==> src/rtl/sd_out_sched.sv <==
// Round-robin scheduler sharing the host response path among NSD SD channel output buffers.
// Each grant emits one framed chunk (channel header, length header, up to MAX_CHUNK data words).
module sd_out_sched #(
    parameter int NSD       = 4,
    parameter int ADDR_BITS = 11,
    parameter int MAX_CHUNK = 64,
    parameter int RSP_CODE  = 0
) (
    input  logic                     clk,
    input  logic                     rst_n,
    input  logic [NSD-1:0]           ch_start,
    input  logic [NSD*ADDR_BITS-1:0] ch_elemcnt,
    input  logic [NSD*8-1:0]         ch_data,
    output logic [NSD-1:0]           ch_advance,
    output logic                     invol_req,
    input  logic                     invol_grant,
    output logic [32:0]              param_data,
    output logic                     param_write,
    output logic                     done,
    output logic                     busy
);

    localparam int SEL_W = (NSD > 1) ? $clog2(NSD) : 1;
    localparam logic [ADDR_BITS-1:0] CHUNK_MAX = ADDR_BITS'(MAX_CHUNK);
    localparam logic [32:0] RSP_WORD = 33'(RSP_CODE);

    typedef enum logic [2:0] {
        IDLE,
        REQ,
        HDR_CH,
        HDR_LEN,
        WAIT1,
        WAIT2,
        DATA,
        FIN
    } state_t;

    state_t               state;
    logic [NSD-1:0]       pending;
    logic [NSD-1:0]       clr_mask;
    logic [NSD-1:0]       rq_mask;
    logic [SEL_W-1:0]     rr_ptr;
    logic [SEL_W-1:0]     sel;
    logic [SEL_W-1:0]     pick;
    logic [ADDR_BITS-1:0] len;
    logic [ADDR_BITS-1:0] rem;
    logic [ADDR_BITS-1:0] cnt_sel;
    logic [ADDR_BITS-1:0] len_nxt;
    logic [7:0]           byte_sel;

    // First pending channel strictly after ptr, wrapping modulo NSD; ptr itself is searched last.
    function automatic logic [SEL_W-1:0] rr_pick(input logic [NSD-1:0] req,
                                                 input logic [SEL_W-1:0] ptr);
        logic [SEL_W-1:0] win;
        int idx;
        win = ptr;
        for (int k = NSD; k >= 1; k--) begin
            idx = (int'(ptr) + k) % NSD;
            if (req[idx]) win = SEL_W'(idx);
        end
        return win;
    endfunction

    function automatic logic [ADDR_BITS-1:0] clamp_len(input logic [ADDR_BITS-1:0] cnt);
        return (cnt > CHUNK_MAX) ? CHUNK_MAX : cnt;
    endfunction

    always_comb begin
        cnt_sel  = '0;
        byte_sel = '0;
        for (int i = 0; i < NSD; i++) begin
            if (sel == SEL_W'(i)) begin
                cnt_sel  = ch_elemcnt[i*ADDR_BITS +: ADDR_BITS];
                byte_sel = ch_data[i*8 +: 8];
            end
        end
    end

    assign pick    = rr_pick(pending, rr_ptr);
    assign len_nxt = clamp_len(cnt_sel);
    assign busy    = (state != IDLE);

    // New starts are OR-ed in after the clear so a coincident start is never lost.
    always_comb begin
        clr_mask = '0;
        rq_mask  = '0;
        if (state == REQ && invol_grant) clr_mask = NSD'(1) << pick;
        if (state == FIN && rem != '0)   rq_mask  = NSD'(1) << sel;
    end

    always_ff @(posedge clk or negedge rst_n) begin
        if (!rst_n) begin
            state       <= IDLE;
            pending     <= '0;
            rr_ptr      <= SEL_W'(NSD - 1);
            sel         <= '0;
            len         <= '0;
            rem         <= '0;
            ch_advance  <= '0;
            invol_req   <= 1'b0;
            param_data  <= '0;
            param_write <= 1'b0;
            done        <= 1'b0;
        end else begin
            pending     <= (pending & ~clr_mask) | rq_mask | ch_start;
            param_write <= 1'b0;
            ch_advance  <= '0;
            done        <= 1'b0;
            case (state)
                IDLE: begin
                    // Looking at ch_start directly lets the request rise the cycle after the pulse.
                    if ((pending | ch_start) != '0) begin
                        invol_req <= 1'b1;
                        state     <= REQ;
                    end
                end
                REQ: begin
                    if (invol_grant) begin
                        invol_req   <= 1'b0;
                        sel         <= pick;
                        rr_ptr      <= pick;
                        param_data  <= {1'b0, 32'(pick)};
                        param_write <= 1'b1;
                        state       <= HDR_CH;
                    end
                end
                HDR_CH: begin
                    len         <= len_nxt;
                    rem         <= cnt_sel - len_nxt;
                    param_data  <= {1'b1, 32'(len_nxt)};
                    param_write <= 1'b1;
                    state       <= HDR_LEN;
                end
                HDR_LEN: state <= WAIT1;
                WAIT1:   state <= WAIT2;
                WAIT2:   state <= DATA;
                DATA: begin
                    if (len == '0) begin
                        done       <= 1'b1;
                        param_data <= RSP_WORD;
                        state      <= FIN;
                    end else begin
                        param_data  <= {1'b1, 24'h0, byte_sel};
                        param_write <= 1'b1;
                        ch_advance  <= NSD'(1) << sel;
                        len         <= len - ADDR_BITS'(1);
                        state       <= WAIT1;
                    end
                end
                FIN:     state <= IDLE;
                default: state <= IDLE;
            endcase
        end
    end

endmodule

==> config.mk <==
export PLATFORM = sky130hd
export DESIGN_NAME = sd_out_sched
export DESIGN_NICKNAME = d
export VERILOG_FILES = /design/src/rtl/sd_out_sched.sv
export SDC_FILE = /design/constraint.sdc
export NUM_CORES = 1
export LEC_CHECK = 0
export BUFFER_PORTS_ARGS = -buffer_cell sky130_fd_sc_hd__buf_2
export CAP_MARGIN = 20
export CORE_MARGIN = 2
export CORE_UTILIZATION = 50
export DETAILED_ROUTE_END_ITERATION = 8
export HOLD_SLACK_MARGIN = 0.15
export PLACE_DENSITY = 0.78
export SETUP_SLACK_MARGIN = 0.3
export SKIP_CTS_REPAIR_TIMING = 1
export SLEW_MARGIN = 30
export SYNTH_ARGS = -nofsm -noshare
export SYNTH_HDL_FRONTEND = slang
export SYNTH_SLANG_ARGS = --single-unit
==> constraint.sdc <==
create_clock -name clk -period 3.5 [get_ports clk]
set_input_delay 0.7 -clock clk [delete_from_list [all_inputs] [get_ports clk]]
set_output_delay 0.7 -clock clk [all_outputs]
set_load 0.05 [all_outputs]
# Word-level counts from Yosys, hierarchy flattened
# Cells that the tools add are included.
# W data, S select, Z words.
dict set report op_classes {
  n_addsub 6
  order_cmp 5
  eq_ne 13
  shifts 2
  n_mux 46
  n_bitwise 9
  reduce_logical 20
}
# cell count
set op_table {}
lappend op_table {{$pmux W33 S3} 1}
lappend op_table {{$mux W11} 6}
lappend op_table {{$mux W33} 2}
lappend op_table {{$mux W8} 4}
lappend op_table {{$pmux W3 S8} 1}
lappend op_table {{$pmux W11 S2} 1}
lappend op_table {{$lt A3 B4 Y1 const B} 4}
lappend op_table {{$mux W4} 4}
lappend op_table {{$mux W1} 14}
lappend op_table {{$eq A3 B3 Y1 const B} 4}
lappend op_table {{$or A4 B4 Y4} 3}
lappend op_table {{$gt A11 B7 Y1 const B} 1}
lappend op_table {{$logic_not A11 Y1} 1}
lappend op_table {{$reduce_bool A11 Y1} 1}
lappend op_table {{$sub A11 B1 Y11 const B} 1}
lappend op_table {{$sub A11 B11 Y11} 1}
lappend op_table {{$mux W2} 5}
lappend op_table {{$bmux W1 S2} 4}
lappend op_table {{$reduce_and A2 Y1} 4}
lappend op_table {{$reduce_or A2 Y1} 4}
lappend op_table {{$shl A1 B2 Y4 const A} 2}
lappend op_table {{$eq A3 B2 Y1 const B} 2}
lappend op_table {{$mux W3} 2}
lappend op_table {{$ne A2 B2 Y1 const B} 3}
lappend op_table {{other kinds (17)} 26}
dict set report totals {
  register_bits 73
  in_bits 83
  out_inout_bits 41
  wordCells 112
}

# Logic depth before layout (Yosys ltp)
# Gate-level depths: netlist of the first run.
dict set report depth {
  ltp_word 16
  mapped_depth 12
  ltp_nobuf 10
}

# Worst setup path before layout of the first run
# Ideal clock, no wire load.
dict set report synth_timing {
  kind {in2reg}
  startpoint {input port ch_elemcnt[18]}
  endpoint {register rem[10]}
  setup_time_ns 0.143
  arrival_time_ns 2.788
  t_required_ns 3.357
  slack_ns 0.569
  path_stages 9
  n_path_buf 1
  path_cell_list {mux4_1 -> or4_4 -> buf_6 -> o21ai_1 -> ha_1 -> inv_1 -> a22oi_1 -> or2_0 -> a31oi_1}
}
dict set report synth_via {
  elab_chain_cells 6
}
# element line
set synth_lines {}
lappend synth_lines {{start, declared} 12} ;# input logic [NSD*ADDR_BITS-1:0] ch_elemcnt,
lappend synth_lines {{$mux W11 (*) (3 in a row)} 72} ;# if (sel == SEL_W'(i)) begin
lappend synth_lines {{$gt A11 B7 Y1} 65} ;# return (cnt > CHUNK_MAX) ? CHUNK_MAX : cnt;
lappend synth_lines {{$mux W11} 65}
lappend synth_lines {{$sub A11 B11 Y11 (*)} 129} ;# rem <= cnt_sel - len_nxt;
lappend synth_lines {{end signal, assigned} 129}
lappend synth_lines {{end, declared} 46} ;# logic [ADDR_BITS-1:0] rem;
# Every way passes the cells marked *; elsewhere a longest branch is shown, timed or not.
# A chain may end at the register's enable or synchronous reset.

# Final worst setup path of the first run
dict set report layout_timing {
  startpoint {register sel[0]}
  endpoint {register rem[10]}
}
dict set report layout_via {
  elab_chain_cells 8
  elab_cells_between_ends 11
  classes_between {1 x add/sub; 1 x order compare; 3 x eq/ne; 5 x mux; 1 x reduce/logical}
}
# element line
set layout_lines {}
lappend layout_lines {{start, declared} 43} ;# logic [SEL_W-1:0] sel;
lappend layout_lines {{start signal, assigned} 120} ;# sel <= pick;
lappend layout_lines {{$logic_not A2 Y1} 72}
lappend layout_lines {{$mux W11 (3 in a row)} 72}
lappend layout_lines {{$mux W11 (*)} 72}
lappend layout_lines {{$gt A11 B7 Y1} 65}
lappend layout_lines {{$mux W11} 65}
lappend layout_lines {{$sub A11 B11 Y11 (*)} 129}
# Marks and branches as above.

==> qor.yml, run 1 <==
routing:
  drtAntennaViolNets: 0
  wl_per_cell_um: 16.5
  drt_iter0_drc: 168
  drc: 3
  wl_um: 8300
  vias_per_cell: 5.90
  first_pass_iters: 9
  vias: 2975
timing:
  finalSetupTns_ns: 0
  fin_skew_ns: 0.00801
  rsz0062_at_grt: "no"
  fin_crit_ns: 2.99
  worstMarginPinSlew_ns: 0.801
  slew_violations: 0
  fin_crit_sh: 0.854
  finalHoldViolations: 0
  fmax_mhz: 335
  finalSetupViolations: 0
  slew_headroom: 0.466
synth:
  synthAdderAreaFrac: 0.00749
  netlist_instances: 332
  synthMuxAreaShare: 0.156
  synth-simple-area-share: 0.188
  ys_seq_area_frac: 0.390
  synth_edf_count: 0
  synth_seq_cells: 52
  ys_types: 63
  synth_flop_cell: "dfrtp_1"
  synthArstFlopShare: 1.00
  synth_compound_area_frac: 0.160
  synthesis.area_um2: 3340
  synth_top_family_by_area: "simple AND/OR/NAND/NOR gates"
  syn-mean-instance-area_um2: 10.1
  ys_warn_count: 0
  synth_xor_area_frac: 0.0131
finish:
  final_common_cell: "buf_2"
  n_fill_cell: 559
  regArea_um2: 1310
  final_cell_mix: "buf_2 (102), dfrtp_1 (49), nand2_1 (29), nor2_1 (25), conb_1 (22)"
  diodes: 0
  layout.nets: 511
  area_growth_pct: 17.4
  drive_gt1_frac: 0.344
  multi_input_area_um2: 1840
  stdcell_area_um2: 3920
cts:
  clockRootBuffer: "clkbuf_8"
  clk_latency_ns: 0.30
  clock_sinks: 52
  cts.clk_slew.worst_paths_ns: 0.09
  max-clock-path-buffers: 2
  htreeDepth: 2
  cts_tree: "built"
  cts_buffers: 5
global_routing:
  gr-total-overflow: 0
  track_usage: 0.238
  grt_max_degree: 37
  grt_pass1_wl_um: 13900
  grt_pass1_vias: 2865
  antenna_found_initial: 0
placement:
  placed_area_um2: 3820
  hpwl_um: 6480
  gp_congestion: 0.893
  port-buffer-count: 102
power_and_ir_drop:
  total_power_w: 0.00324
  power.density_nw_per_um2: 825
  leakagePower_nw: 1.86
  vdd_drop_max_uv: 369
die:
  start_util: 0.521
  design.core.area_um2: 6420
  io_pins: 124
  num_rows: 29
  dieArea_um2: 7360
  dieHeight_um: 85.8
  die_x_um: 85.8
run_status:
  violations: "DRC"
  status: "finished with violations"
flow_run:
  drv_cap: 0
critical_path:
  crit_path_start_kind: "flop"
  crit_path_end_kind: "flop"
  rrSetupSlack_ns: 0.51
  critical_path.max_fanout: 12
  arrival_ns: 3.15
  worstSetupPathType: "reg -> reg"
  critPathRequiredTime_ns: 3.66
hold_path:
  min_path_type: "in -> async"
==> cell usage after synthesis (3+ instances only) <==
library cell | instances | share of area
a21boi_0 | 4 | 0.0090
a21o_1 | 3 | 0.0067
a21oi_1 | 10 | 0.015
a221o_1 | 5 | 0.015
a22o_1 | 3 | 0.0079
a22oi_1 | 7 | 0.016
a31oi_1 | 5 | 0.0094
and3_1 | 7 | 0.013
buf_2 | 3 | 0.0045
buf_4 | 21 | 0.047
clkbuf_1 | 16 | 0.018
dfrtp_1 | 50 | 0.37
inv_1 | 6 | 0.0067
mux2i_1 | 8 | 0.024
mux4_2 | 17 | 0.11
nand2_1 | 29 | 0.033
nand2b_1 | 4 | 0.0075
nand3_1 | 7 | 0.010
nor2_1 | 25 | 0.028
nor2b_1 | 5 | 0.0094
nor3_1 | 14 | 0.021
nor4_1 | 6 | 0.011
o21a_1 | 4 | 0.0090
o21ai_0 | 8 | 0.012
o21ai_1 | 10 | 0.015
o31ai_1 | 4 | 0.0090
or3_1 | 3 | 0.0056
xnor2_1 | 4 | 0.010
==> critical path, cell delays in order (launching register included) <==
cell and delay, ns:
dfrtp_1 0.45, buf_6 0.23, mux4_2 0.56, or4_4 0.63
o21ai_1 0.17, ha_1 0.24, inv_1 0.11, a22oi_1 0.24
or2_0 0.14, a31oi_1 0.08
==> metal layers <==
| layer | vias to the layer above | GRT usage | part of all wire |
|---|---|---|---|
| met1 | 1447 | 0.305 | 0.41 |
| met5 | - | 0 | 0 |
| met2 | 140 | 0.425 | 0.52 |
| met4 | 0 | 0.0390 | 0.0058 |
| li1 | 1383 | - | - |
| met3 | 5 | 0.0472 | 0.071 |
==> registers in the layout, indices dropped and copies added, names as in the netlist, 2 cells and up <==
| signal | flops |
|---|---|
| ch_advance | 4 |
| len | 11 |
| param_data | 12 |
| pending | 4 |
| rem | 11 |
| rr_ptr | 2 |
| sel | 2 |
| state | 3 |
==> stage by stage <==
stage | worst slack [ns] | util | hold WS (ns) | cells
2_1_floorplan | 0.569 | - | 0.404 | 352
3_3_place_gp | 0.374 | 0.595 | 0.455 | 496
3_5_place_dp | 0.356 | 0.595 | 0.463 | 496
4_1_cts | 0.409 | 0.609 | 0.483 | 504
5_1_grt | 0.328 | 0.611 | 0.514 | 504
6_report | 0.511 | 0.611 | 0.470 | 504
==> layout make-up <==
type,count,share of cell area
Multi-Input combinational cell,252,0.470
Sequential cell,52,0.333
Timing Repair Buffer,109,0.144
Tap cell,77,0.0246
Clock buffer,8,0.0230
Inverter,6,0.00574
==> worst paths after layout <==
| path | startpoint | to | cells after the start |
|---|---|---|---|
| min in group clk | invol_req$_DFFE_PN0P_ | invol_req$_DFFE_PN0P_ | 1 |
| setup / recovery | sel[0]$_DFFE_PN0P_ | rem[10]$_DFFE_PN0P_ | 9 |
| setup reg to reg | sel[0]$_DFFE_PN0P_ | rem[10]$_DFFE_PN0P_ | 9 |
| max in group asynchronous | rst_n | len[4]$_DFFE_PN0P_ | 2 |
| hold reg to reg | invol_req$_DFFE_PN0P_ | invol_req$_DFFE_PN0P_ | 1 |
| hold / removal | rst_n | invol_req$_DFFE_PN0P_ | 1 |
==> report_power, final <==
part           total, W  switching [W]  internal (W)
Sequential      0.00108       0.000255      0.000824
Combinational   0.00180        0.00107      0.000737
Clock          0.000352       0.000190      0.000162
==> kinds of logic (layout without fill, tap and decap cells) <==
group | after synthesis | in the layout
compound gates | 76 | 76
xor+xnor | 5 | 5
fa+ha+maj | 2 | 2
buf+inv | 48 | 123
flops | 52 | 52
mux | 29 | 29
other cells | 2 | 22
simple gates | 118 | 118
Note: power is estimated with default switching activity, not from simulation.
==> inputs of run 2 (changes only) <==
--- a/config.mk
+++ b/config.mk
@@ -7,6 +7,7 @@
 export LEC_CHECK = 0
 export BUFFER_PORTS_ARGS = -buffer_cell sky130_fd_sc_hd__buf_2
 export CAP_MARGIN = 20
+export CORE_ASPECT_RATIO = 1.4
 export CORE_MARGIN = 2
 export CORE_UTILIZATION = 50
 export DETAILED_ROUTE_END_ITERATION = 8
==> run 2 against run 1 <==
The run now ends clean. Register-to-register slack got worse by 0.03 ns. Global-route usage rose by 0.12 points. Critical path depth stayed put. Sequential share of layout area fell by 0.095 points. Setup slack lost 0.030 ns. Critical path type unchanged. Critical endpoint is now rem[4]$_DFFE_PN0P_. Largest power group unchanged. Highest routed layer unchanged.
==> qor.yml, run 2 (synthesis results as in run 1) <==
die:
  dieHeight_um: 101  # +17%
  design.core.area_um2: 6530  # +1.6%
  dieArea_um2: 7370  # +0.13%
  die_x_um: 73.1  # -15%
  start_util: 0.512  # -0.00819
  num_rows: 35  # +21%
  io_pins: 124  # unchanged
placement:
  gp_congestion: 0.882  # -1.2%
  place_ws_ns: 0.218  # -0.138 ns
  placed_cells: 493  # -0.60%
  port-buffer-count: 102  # unchanged
  hpwl_um: 6460  # -0.32%
finish:
  layout.nets: 511  # unchanged
  largest_register: "param_data"
  final_common_cell: "buf_2"
  diodes: 0  # unchanged
  final_util: 0.603  # -0.00788
  drive_gt1_frac: 0.349  # +0.00468
  area_growth_pct: 17.7
  top_regs: "param_data x12, len x11, rem x11"
  final_cell_mix: "buf_2 (102), dfrtp_1 (49), nand2_1 (29), nor2_1 (25), conb_1 (22)"
  largest_register_ffs: 12  # unchanged
  stdcell_count: 501  # -0.60%
  n_fill_cell: 543  # -2.9%
routing:
  drtAntennaViolNets: 0  # unchanged
  drt_iter0_drc: 211  # +26%
  wl_per_cell_um: 16.7  # +1.2%
  vias_per_cell: 5.89  # -0.28%
  drc: 0  # -3
  wl_um: 8350  # +0.63%
  vias: 2949  # -0.87%
  first_pass_iters: 4  # -5
flow_run:
  drv_cap: 0  # unchanged
timing:
  finalSetupViolations: 0  # unchanged
  setup_ws_ns: 0.481  # -0.0303 ns
  whs_ns: 0.432  # -0.0374 ns
  worstMarginPinSlew_ns: 0.704  # -0.0969 ns
  fmax_mhz: 331  # -1.0%
  slew_headroom: 0.517  # +0.0511
  slew_violations: 0  # unchanged
  fin_skew_ns: 0.00983  # +0.00182 ns
  finalHoldViolations: 0  # unchanged
  fin_crit_sh: 0.863  # +0.00867
  finalSetupTns_ns: 0  # unchanged
  fin_crit_ns: 3.02  # +0.0303 ns
  rsz0062_at_grt: "no"
critical_path:
  cp_cell_sequence: "mux4_1, or4_4, o21ai_1, ha_1, inv_1, nand2_1, mux2_1, nor3_1, a311oi_1"
  crit_path_start_kind: "flop"
  critPathRequiredTime_ns: 3.71  # +0.05 ns
  critical_path.max_fanout: 7  # -5
  cpLargestDelayFamily: "multiplexers"
  max_stage_delay_ns: 0.70  # +0.07 ns
  arrival_ns: 3.23  # +0.08 ns
  cp_num_buf_inv: 1  # -1
  crit_path_end_kind: "flop"
  worstSetupPathType: "reg -> reg"
  slowest_stage: "mux4_1"
cts:
  cts_buffers: 5  # unchanged
  cts.clk_slew.worst_paths_ns: 0.10  # about the same
  cts_tree: "built"
  clock_sinks: 52  # unchanged
  clockRootBuffer: "clkbuf_8"
  max-clock-path-buffers: 2  # unchanged
  clk_latency_ns: 0.32  # +0.02 ns
  htreeDepth: 2  # unchanged
power_and_ir_drop:
  leakagePower_nw: 1.87  # +0.52%
  power.density_nw_per_um2: 828  # +0.46%
  vdd_drop_max_uv: 519  # +41%
global_routing:
  grt_max_degree: 33  # -11%
  antenna_found_initial: 0  # unchanged
  grt_pass1_wl_um: 13600  # -1.9%
  track_usage: 0.239  # +0.00120
  gr-total-overflow: 0  # unchanged
  grt_pass1_vias: 2943  # +2.7%
hold_path:
  min_path_type: "in -> async"
run_status:
  status: "complete, no violations"
-- run 2: cell count changes in the layout (fill, tap and decap cells not counted), sizes merged --
cell    before  now
clkinv       0    1
inv          6    7
clkbuf       8    6
-- run 2: layout make-up --
| cell class | count | area [µm²] | area share |
|---|---|---|---|
| inverters | 6 | 22.5 | 0.00572 |
| multi-input cells | 252 | 1840 | 0.468 |
| well taps | 74 | 92.6 | 0.0235 |
| clock inverters | 2 | 13.8 | 0.00350 |
| flip-flops and latches | 52 | 1310 | 0.332 |
| clock buffers | 6 | 82.6 | 0.0210 |
| repair buffers | 109 | 576 | 0.146 |
-- run 2: worst register-to-register path: cells and delay by family, from the launching register on --
kind	cells	cell delay, ns
flops	1	0.43
buf+inv	1	0.10
simple gates	3	0.79
compound gates	2	0.50
fa+ha+maj	1	0.25
mux	2	0.84
-- run 2: routing by layer --
layer,GRT usage,vias up,share of wire
met3,0.0450,17,0.060
li1,-,1374,-
met2,0.432,138,0.53
met5,0,-,0
met4,0.0783,0,0.023
met1,0.278,1420,0.39
-- run 2: final timing paths --
check,startpoint,to,slack [ns],cells past startpoint
max in group asynchronous,rst_n,rr_ptr[0]$_DFFE_PN1P_,2.27,2
hold / removal,rst_n,rem[8]$_DFFE_PN0P_,0.43,1
min in group clk,param_data[32]$_DFFE_PN0P_,param_data[32]$_DFFE_PN0P_,0.49,1
hold reg to reg,param_data[32]$_DFFE_PN0P_,param_data[32]$_DFFE_PN0P_,0.49,1
setup reg to reg,sel[0]$_DFFE_PN0P_,rem[4]$_DFFE_PN0P_,0.48,9
setup / recovery,sel[0]$_DFFE_PN0P_,rem[4]$_DFFE_PN0P_,0.48,9
-- run 2: power by group --
| group | switching, W | internal (W) |
|---|---|---|
| clock network | 0.000207 | 0.000162 |
| logic | 0.00107 | 0.000749 |
| registers | 0.000250 | 0.000824 |
| total | 0.00152 | 0.00174 |
-- run 2: stage by stage --
| step | instance area (µm²) | total power [W] |
|---|---|---|
| after CTS | 3920 | 0.00323 |
| final | 3940 | 0.00326 |
| after global routing | 3940 | 0.00349 |
| after global placement | 3820 | 0.00281 |
| after floorplan | 3420 | 0.00248 |
| after detailed placement | 3820 | 0.00286 |
